==> src/rtl/parity_monitor.sv <==
// parity_monitor: registered NCH-lane even/odd parity monitor with per-beat errors,
// sticky per-lane flags and a saturating error counter. Optional macro PARITY_MONITOR_INJECT_EN.
module parity_monitor #(
   parameter int W     = 64,
   parameter int NCH   = 4,
   parameter int CNT_W = 16
) (
   input  logic               clk,
   input  logic               rst_n,
   input  logic               in_valid,
   input  logic [NCH*W-1:0]   in_data,
   input  logic [NCH-1:0]     in_par,
   input  logic               odd_mode,
   input  logic               err_clr,
`ifdef PARITY_MONITOR_INJECT_EN
   input  logic [NCH-1:0]     inj_mask,
   input  logic               inj_one_shot,
`endif
   output logic               out_valid,
   output logic [NCH-1:0]     out_par,
   output logic [NCH-1:0]     err_vec,
   output logic [NCH-1:0]     err_sticky,
   output logic [CNT_W-1:0]   err_cnt,
   output logic               cnt_sat
);

   localparam logic [CNT_W-1:0] CNT_MAX = {CNT_W{1'b1}};

   function automatic logic lane_parity(input logic [W-1:0] word);
      return ^word;
   endfunction

   function automatic logic [CNT_W:0] pop_count(input logic [NCH-1:0] vec);
      logic [CNT_W:0] acc;
      acc = {(CNT_W+1){1'b0}};
      for (int i = 0; i < NCH; i++) begin
         acc = acc + {{CNT_W{1'b0}}, vec[i]};
      end
      return acc;
   endfunction

   logic [NCH-1:0]   inj_s;
   logic [NCH-1:0]   p_s;
   logic [NCH-1:0]   mism_s;
   logic [NCH-1:0]   sticky_next_s;
   logic [CNT_W:0]   base_s;
   logic [CNT_W:0]   sum_s;
   logic [CNT_W-1:0] cnt_next_s;

`ifdef PARITY_MONITOR_INJECT_EN
   logic inj_done_r;

   // Select which lanes get their computed parity flipped this beat
   always_comb begin
      inj_s = {NCH{1'b0}};
      if (inj_one_shot) begin
         if (inj_done_r) begin
            inj_s = {NCH{1'b0}};
         end else begin
            inj_s = inj_mask;
         end
      end else begin
         inj_s = inj_mask;
      end
   end

   // One-shot tracker: consumed by the first valid beat, re-armed once the mask drops to zero
   always_ff @(posedge clk or negedge rst_n) begin
      if (!rst_n) begin
         inj_done_r <= 1'b0;
      end else if (inj_mask == {NCH{1'b0}}) begin
         inj_done_r <= 1'b0;
      end else if (in_valid) begin
         inj_done_r <= 1'b1;
      end else begin
         inj_done_r <= inj_done_r;
      end
   end
`else
   // No injection hardware in this build
   always_comb begin
      inj_s = {NCH{1'b0}};
   end
`endif

   // Per-lane computed parity and mismatch; idle beats contribute nothing so X data cannot leak
   always_comb begin
      p_s = {NCH{1'b0}};
      for (int k = 0; k < NCH; k++) begin
         p_s[k] = lane_parity(in_data[k*W +: W]) ^ odd_mode ^ inj_s[k];
      end
      if (in_valid) begin
         mism_s = p_s ^ in_par;
      end else begin
         mism_s = {NCH{1'b0}};
      end
   end

   // Next sticky flags and saturating count; the sum is one bit wider so it cannot wrap
   always_comb begin
      if (err_clr) begin
         base_s        = {(CNT_W+1){1'b0}};
         sticky_next_s = mism_s;
      end else begin
         base_s        = {1'b0, err_cnt};
         sticky_next_s = err_sticky | mism_s;
      end
      sum_s = base_s + pop_count(mism_s);
      if (sum_s > {1'b0, CNT_MAX}) begin
         cnt_next_s = CNT_MAX;
      end else begin
         cnt_next_s = sum_s[CNT_W-1:0];
      end
   end

   // Output register stage
   always_ff @(posedge clk or negedge rst_n) begin
      if (!rst_n) begin
         out_valid  <= 1'b0;
         out_par    <= {NCH{1'b0}};
         err_vec    <= {NCH{1'b0}};
         err_sticky <= {NCH{1'b0}};
         err_cnt    <= {CNT_W{1'b0}};
         cnt_sat    <= 1'b0;
      end else begin
         out_valid  <= in_valid;
         if (in_valid) begin
            out_par <= p_s;
         end else begin
            out_par <= out_par;
         end
         err_vec    <= mism_s;
         err_sticky <= sticky_next_s;
         err_cnt    <= cnt_next_s;
         cnt_sat    <= (cnt_next_s == CNT_MAX);
      end
   end

endmodule

==> config.mk <==
export PLATFORM = sky130hd
export DESIGN_NAME = parity_monitor
export DESIGN_NICKNAME = d
export VERILOG_FILES = /design/src/rtl/parity_monitor.sv
export SDC_FILE = /design/constraint.sdc
export NUM_CORES = 1
export LEC_CHECK = 0
export ABC_AREA = 1
export CAP_MARGIN = 10
export CORE_MARGIN = 4
export CORE_UTILIZATION = 40
export DETAILED_ROUTE_END_ITERATION = 12
export PLACE_DENSITY_LB_ADDON = 0.2
export SLEW_MARGIN = 20
export SYNTH_ARGS = -nofsm -noshare
export SYNTH_HDL_FRONTEND = slang
export SYNTH_SLANG_ARGS = --single-unit
export TNS_END_PERCENT = 10
==> constraint.sdc <==
create_clock -name clk -period 3.1 [get_ports clk]
set_clock_uncertainty 0.15 [all_clocks]
set_input_delay 0.62 -clock clk [delete_from_list [all_inputs] [get_ports clk]]
set_output_delay 0.62 -clock clk [all_outputs]
set_load 0.02 [all_outputs]
==> results of run 1 <==
worst max path at each step:
stage / from / endpoint / slack (ps) / cells after the start
global placement: odd_mode / cnt_sat / -1790 / 25
global route: in_data[198] / cnt_sat / -1570 / 33
CTS: in_data[223] / cnt_sat / -1070 / 32
finish: in_data[198] / err_sticky[3] / -1340 / 36
detailed placement: odd_mode / cnt_sat / -1880 / 25
floorplan: in_data[24] / cnt_sat / -1020 / 34
registers in the layout (all words and copies together), names as in the netlist:
signal,cells
err_cnt,16
err_sticky,4
err_vec,4
out_par,4
cnt_sat,1
out_valid,1
power breakdown:
| group | switching, uW | leakage [uW] | internal (uW) |
|---|---|---|---|
| combinational | 1390 | 0.00696 | 1350 |
| clock | 189 | 0.0000836 | 376 |
| sequential | 39.8 | 0.000392 | 458 |
| total | 1620 | 0.00744 | 2180 |
final cells by class:
class / instances / share of cell area, %
clock buffer: 5 / 1.02
clock inverter: 3 / 0.328
inverter: 221 / 6.94
multi-input combinational: 1303 / 54.7
sequential: 30 / 6.15
tap: 229 / 2.35
timing repair buffer: 411 / 28.5
worst min-delay path, stage by stage (launching register included):
cell and delay [ps]:
dfrtp_1 350, nand2_1 70, nand2_1 60
placed cells by master (no fill, tap or decap), types with 3 or more instances in the layout:
| cell | n |
|---|---|
| dlygate4sd2_1 | 32 |
| buf_6 | 10 |
| xor2_1 | 33 |
| buf_2 | 57 |
| inv_4 | 4 |
| a31oi_1 | 4 |
| o21ai_0 | 4 |
| o21ai_1 | 4 |
| inv_2 | 45 |
| clkdlybuf4s15_1 | 31 |
| clkbuf_16 | 5 |
| nor2_2 | 20 |
| nand3_1 | 34 |
| dfrtp_1 | 30 |
| clkdlybuf4s50_1 | 102 |
| clkdlybuf4s15_2 | 42 |
| nand3_2 | 19 |
| nor2_4 | 5 |
| xnor2_2 | 28 |
| buf_4 | 116 |
| nor4_4 | 3 |
| xnor2_1 | 38 |
| nand3_4 | 3 |
| nor2_1 | 35 |
| nand2_2 | 103 |
| inv_1 | 171 |
| nand2_4 | 10 |
| nand2_1 | 925 |
| xor2_2 | 13 |
| clkbuf_2 | 19 |
| nand3b_1 | 4 |
routing by layer:
layer	track usage [%]	vias up
li1	-	5412
met1	24.9	4269
met2	44.6	266
met3	4.80	71
met4	8.79	0
met5	0	-
timing repair:
action	CTS	global route
hold buffers	0	0
endpoints found under the setup margin	17	20
resized for setup	748	76
setup buffers	79	3
pin swaps	260	36
kinds of logic after synthesis:
| kind of cell | Yosys count | share of synthesized area, % |
|---|---|---|
| AND/OR/NAND/NOR | 1169 | 62.7 |
| buffers and inverters | 225 | 11.6 |
| XOR/XNOR | 114 | 13.4 |
| flip-flops | 30 | 10.0 |
| AO/OA/AOI/OAI | 16 | 1.34 |
| adder cells (fa/ha/maj) | 4 | 0.971 |
stage by stage:
step	cell area, um2	total power [uW]
global route	12200	4140
detailed placement	11000	2540
floorplan	7470	1660
finish	12200	3800
global placement	11000	2480
CTS	12100	3640
==> qor.yml, run 1 <==
netlist_top_cells_count: "1033 x nand2_1, 218 x inv_1, 68 x xnor2_1, 55 x nor2_1, 52 x nand3_1"
fp-row-count: 49
crit_buf_inv: 22
vdd_drop_max_v: 0.000250
holdWs_ps: 353
failed_checks: "negative setup slack"
path_clk_slew_ps: 50
critPathMostFrequentCell: "buf_4"
crit_fanout: 3
fin_nets: 2241
antenna_found_initial: 0
gp_congestion: 0.843
async_flop_share_pct: 100
io_pins: 295
fin_setup_tns_ps: -20380
cp_top_family: "buffers and inverters"
wl_met2_um: 12900
hold_depth: 2
die_w_um: 145
fmax_mhz: 225
cts_tree: "yes"
ff_latch_area_um2: 751
grt_overflow_total: 0
h-tree-depth: 2
place_ws_ps: -1880
slew_headroom_pct: 73.4
drive_gt1_share_pct: 26.3
syn_inst: 1558
yosysTopAreaCell: "nand2_1"
die_height_um: 145
top_layer: "met4"
first_pass_iters: 6
rsz0062_at_grt: "yes"
netlist_area_mm2: 0.00747
vias_per_cell: 4.55
fp.coreArea_mm2: 0.0181
grt_start_max_net_pins: 31
syn_to_final_growth_pct: 63.4
routedLengthMet1_um: 9440
dp_cells: 2114
critPathMaxStageDelay_ps: 200
min_period_ps: 4440
clockBufferDepth: 2
worstMarginPinSlew_ps: 395
synth-seq-area-share_pct: 10.0
cp.arrival_ps: 4510
synth.area.top_cells: "nand2_1 52%, inv_1 11%, dfrtp_1 10%, xnor2_1 8.0%, xor2_1 5.4%"
ff2ff_path_depth: 12
cts.sink_count: 30
yosys.cell_types.count: 36
status: "finished, violations left"
yosys_warnings: 0
synth_edf_count: 0
multi_input_area_mm2: 0.00668
cp_data_required_time_ps: 3170
rrSetupSlack_ps: 610
drtAntennaViolNets: 0
setup_slack_ps: -1340
grt_pass1_wl_um: 40500
io_buffers: 294
num_antenna_cells: 0
syn_avg_cell_area_um2: 4.80
grt_usage_pct: 23.3
post-route-period-util_pct: 143
wl_met3_um: 1810
drv_cap: 0
cp_slowest_cell: "clkdlybuf4s15_2"
synthesis.nets: 1827
p_per_area_mw_per_mm2: 311
route.detailed.wl_per_inst_um: 11.4
final_core_util_pct: 67.3
yosysMostFrequentCell: "nand2_1"
num-fill-cells: 1720
dieArea_mm2: 0.0209
finalHoldViolations: 0
worstSetupPathType: "primary input to flip-flop"
leakage_uw: 0.00744
reg2reg_from: "err_cnt[0]"
first_global_vias: 9622
drt_iter0_markers: 310
cts_root_buffer: "clkbuf_16"
reg2reg_to: "cnt_sat"
fin_cells: 2202
finalMaxSlewViolations: 0
startpoint_type: "primary input"
drt_wl_total_um: 25100
synth_top_area_share_pct: 51.9
vias: 10000
synth_seq_cells: 30
clk-insertion-delay-late_ps: 280
dpl.hpwl_um: 19500
start_util_pct: 41.2
setup_viol_count_final: 20
worstHoldStart: "err_sticky[1]"
synth_ff_type: "dfrtp_1"
hold_end: "err_sticky[1]"
hp-class: "flip-flop to flip-flop"
cts_inserted_buffers: 5
drc: 0
end_kind: "flip-flop"
(Power assumes the default switching activity.)
==> run 2: changes to the inputs <==
--- a/config.mk
+++ b/config.mk
@@ -8,8 +8,9 @@
 export ABC_AREA = 1
 export CAP_MARGIN = 10
 export CORE_MARGIN = 4
-export CORE_UTILIZATION = 40
+export CORE_UTILIZATION = 46
 export DETAILED_ROUTE_END_ITERATION = 12
+export MAX_ROUTING_LAYER = met4
 export PLACE_DENSITY_LB_ADDON = 0.2
 export SLEW_MARGIN = 20
 export SYNTH_ARGS = -nofsm -noshare
==> run 2 against run 1 <==
Sequential power decreased by 1%. Setup slack improved by 49 ps. Core utilization grew 4.4 points. Non-clock buffer count fell by 71. Critical path type unchanged. The flow still finishes with violations (negative setup slack). First-iteration DRC count up 12%. Highest routed layer unchanged. Count of clock-buffer cells in the layout rose by 2. Register-to-register slack got worse by 100 ps. Worst hold slack got worse by 25 ps. Critical endpoint is now cnt_sat. Cell count shrank 3.6%.
==> qor.yml, run 2 (synthesis gave the netlist of run 1 again) <==
clk-insertion-delay-late_ps: 280
setup_slack_ps: -1290
vias_per_cell: 4.63
grt_pass1_wl_um: 38300
fp.coreArea_mm2: 0.0159
path_clk_slew_ps: 50
combPwrFrac_pct: 69.1
setup_viol_count_final: 17
gp_congestion: 0.877
dpl.hpwl_um: 19300
grt_start_max_net_pins: 31
grt_overflow_total: 0
failed_checks: "negative setup slack"
fin_nets: 2170
critPathMaxStageDelay_ps: 470
critPathLaunch: "in_data[58]"
p_sw_share_pct: 45.1
worstSetupPathType: "primary input to flip-flop"
fin_setup_tns_ps: -15500
fmax_mhz: 228
final_core_util_pct: 71.7
crit_fanout: 3
num-fill-cells: 1450
cp.arrival_ps: 4410
p_seq_share_pct: 15.4
startpoint_type: "primary input"
netSwitchingPower_uw: 1440
cts_tree: "yes"
ff_latch_area_um2: 751
min_period_ps: 4390
drive_gt1_share_pct: 20.7
status: "finished, violations left"
cp_slowest_cell: "fa_1"
cts_root_buffer: "clkbuf_16"
h-tree-depth: 2
drt_iter0_markers: 346
die_w_um: 135
rsz0062_at_grt: "yes"
syn_to_final_growth_pct: 52.4
drc: 0
io_buffers: 294
worstHoldStart: "err_sticky[0]"
holdWs_ps: 328
place_ws_ps: -1980
clock_power_share_pct: 15.6
multi_input_area_mm2: 0.00650
hp-class: "flip-flop to flip-flop"
first_pass_iters: 6
antenna_found_initial: 5
end_kind: "flip-flop"
cp_data_required_time_ps: 3120
cts_inserted_buffers: 5
route.detailed.wl_per_inst_um: 11.0
die_height_um: 135
finalMaxSlewViolations: 0
dieArea_mm2: 0.0183
reg2reg_from: "err_cnt[0]"
drv_cap: 0
regMostFlops: "err_cnt"
grt_usage_pct: 25.3
cts.sink_count: 30
largest_reg_flops: 16
layout_common_cells: "957 x nand2_1, 173 x inv_1, 102 x clkdlybuf4s50_1"
leakage_uw: 0.00705
drt_wl_total_um: 23400
finalHoldViolations: 0
fp-row-count: 46
internal_power_uw: 1760
power.total_uw: 3200
post-route-period-util_pct: 142
start_util_pct: 47.0
p_per_area_mw_per_mm2: 281
drtAntennaViolNets: 0
io_pins: 295
clockBufferDepth: 2
first_global_vias: 9255
vdd_drop_max_v: 0.000230
worstMarginPinSlew_ps: 442
slew_headroom_pct: 70.3
final_common_cell: "nand2_1"
vias: 9837
==> run 2: final timing paths <==
kind                                  to  slack, ps  depth (start not counted)
setup / recovery                 cnt_sat      -1290                         32
hold / removal             err_sticky[0]        330                          2
setup reg to reg                 cnt_sat        510                         15
hold reg to reg            err_sticky[0]        330                          2
max in group asynchronous     err_vec[3]       1900                          2
min in group asynchronous        cnt_sat        600                          2
==> run 2: routing by layer <==
layer  vias up  GRT usage (%)  wire length [um]
met5         -              -                 0
met4         0           6.05               654
met3        59           4.42              1650
met2       272           49.5             12300
met1      4224           26.1              8740
li1       5282              -                 -
==> run 2: area by class of cell <==
cell class / instances / share of cell area (%)
Antenna cell: 5 / 0.110
Clock buffer: 7 / 1.25
Clock inverter: 1 / 0.0439
Inverter: 221 / 7.35
Multi-Input combinational cell: 1303 / 57.1
Sequential cell: 30 / 6.59
Tap cell: 216 / 2.37
Timing Repair Buffer: 340 / 25.2
==> run 2: per-stage QoR <==
stage | area, um2 | std cells
after floorplan | 7470 | 1558
after global placement | 10900 | 2096
after detailed placement | 10900 | 2096
after CTS | 11300 | 2112
after global routing | 11400 | 2123
final | 11400 | 2123
==> run 2: what timing repair did <==
action                                  CTS  global route
resized for setup                       697            36
hold buffers                              0             0
setup buffers                             9             6
endpoints found under the setup margin   17            17
pin swaps                               253            24
==> run 2: power by group through the flow <==
stage / clock network (uW) / registers (uW) / logic, uW
after floorplan: 0 / 574 / 1080
after global placement: 0 / 494 / 1960
after detailed placement: 0 / 496 / 2020
after CTS: 493 / 490 / 2150
after global routing: 516 / 498 / 2490
final: 498 / 492 / 2210
==> run 2: critical path: cells and delay by family <==
family,cells,cell delay (ps)
and+or+nand+nor,20,1730
adders and majority gates,3,1030
buffers and inverters,7,720
xor gates and xnor gates,2,320
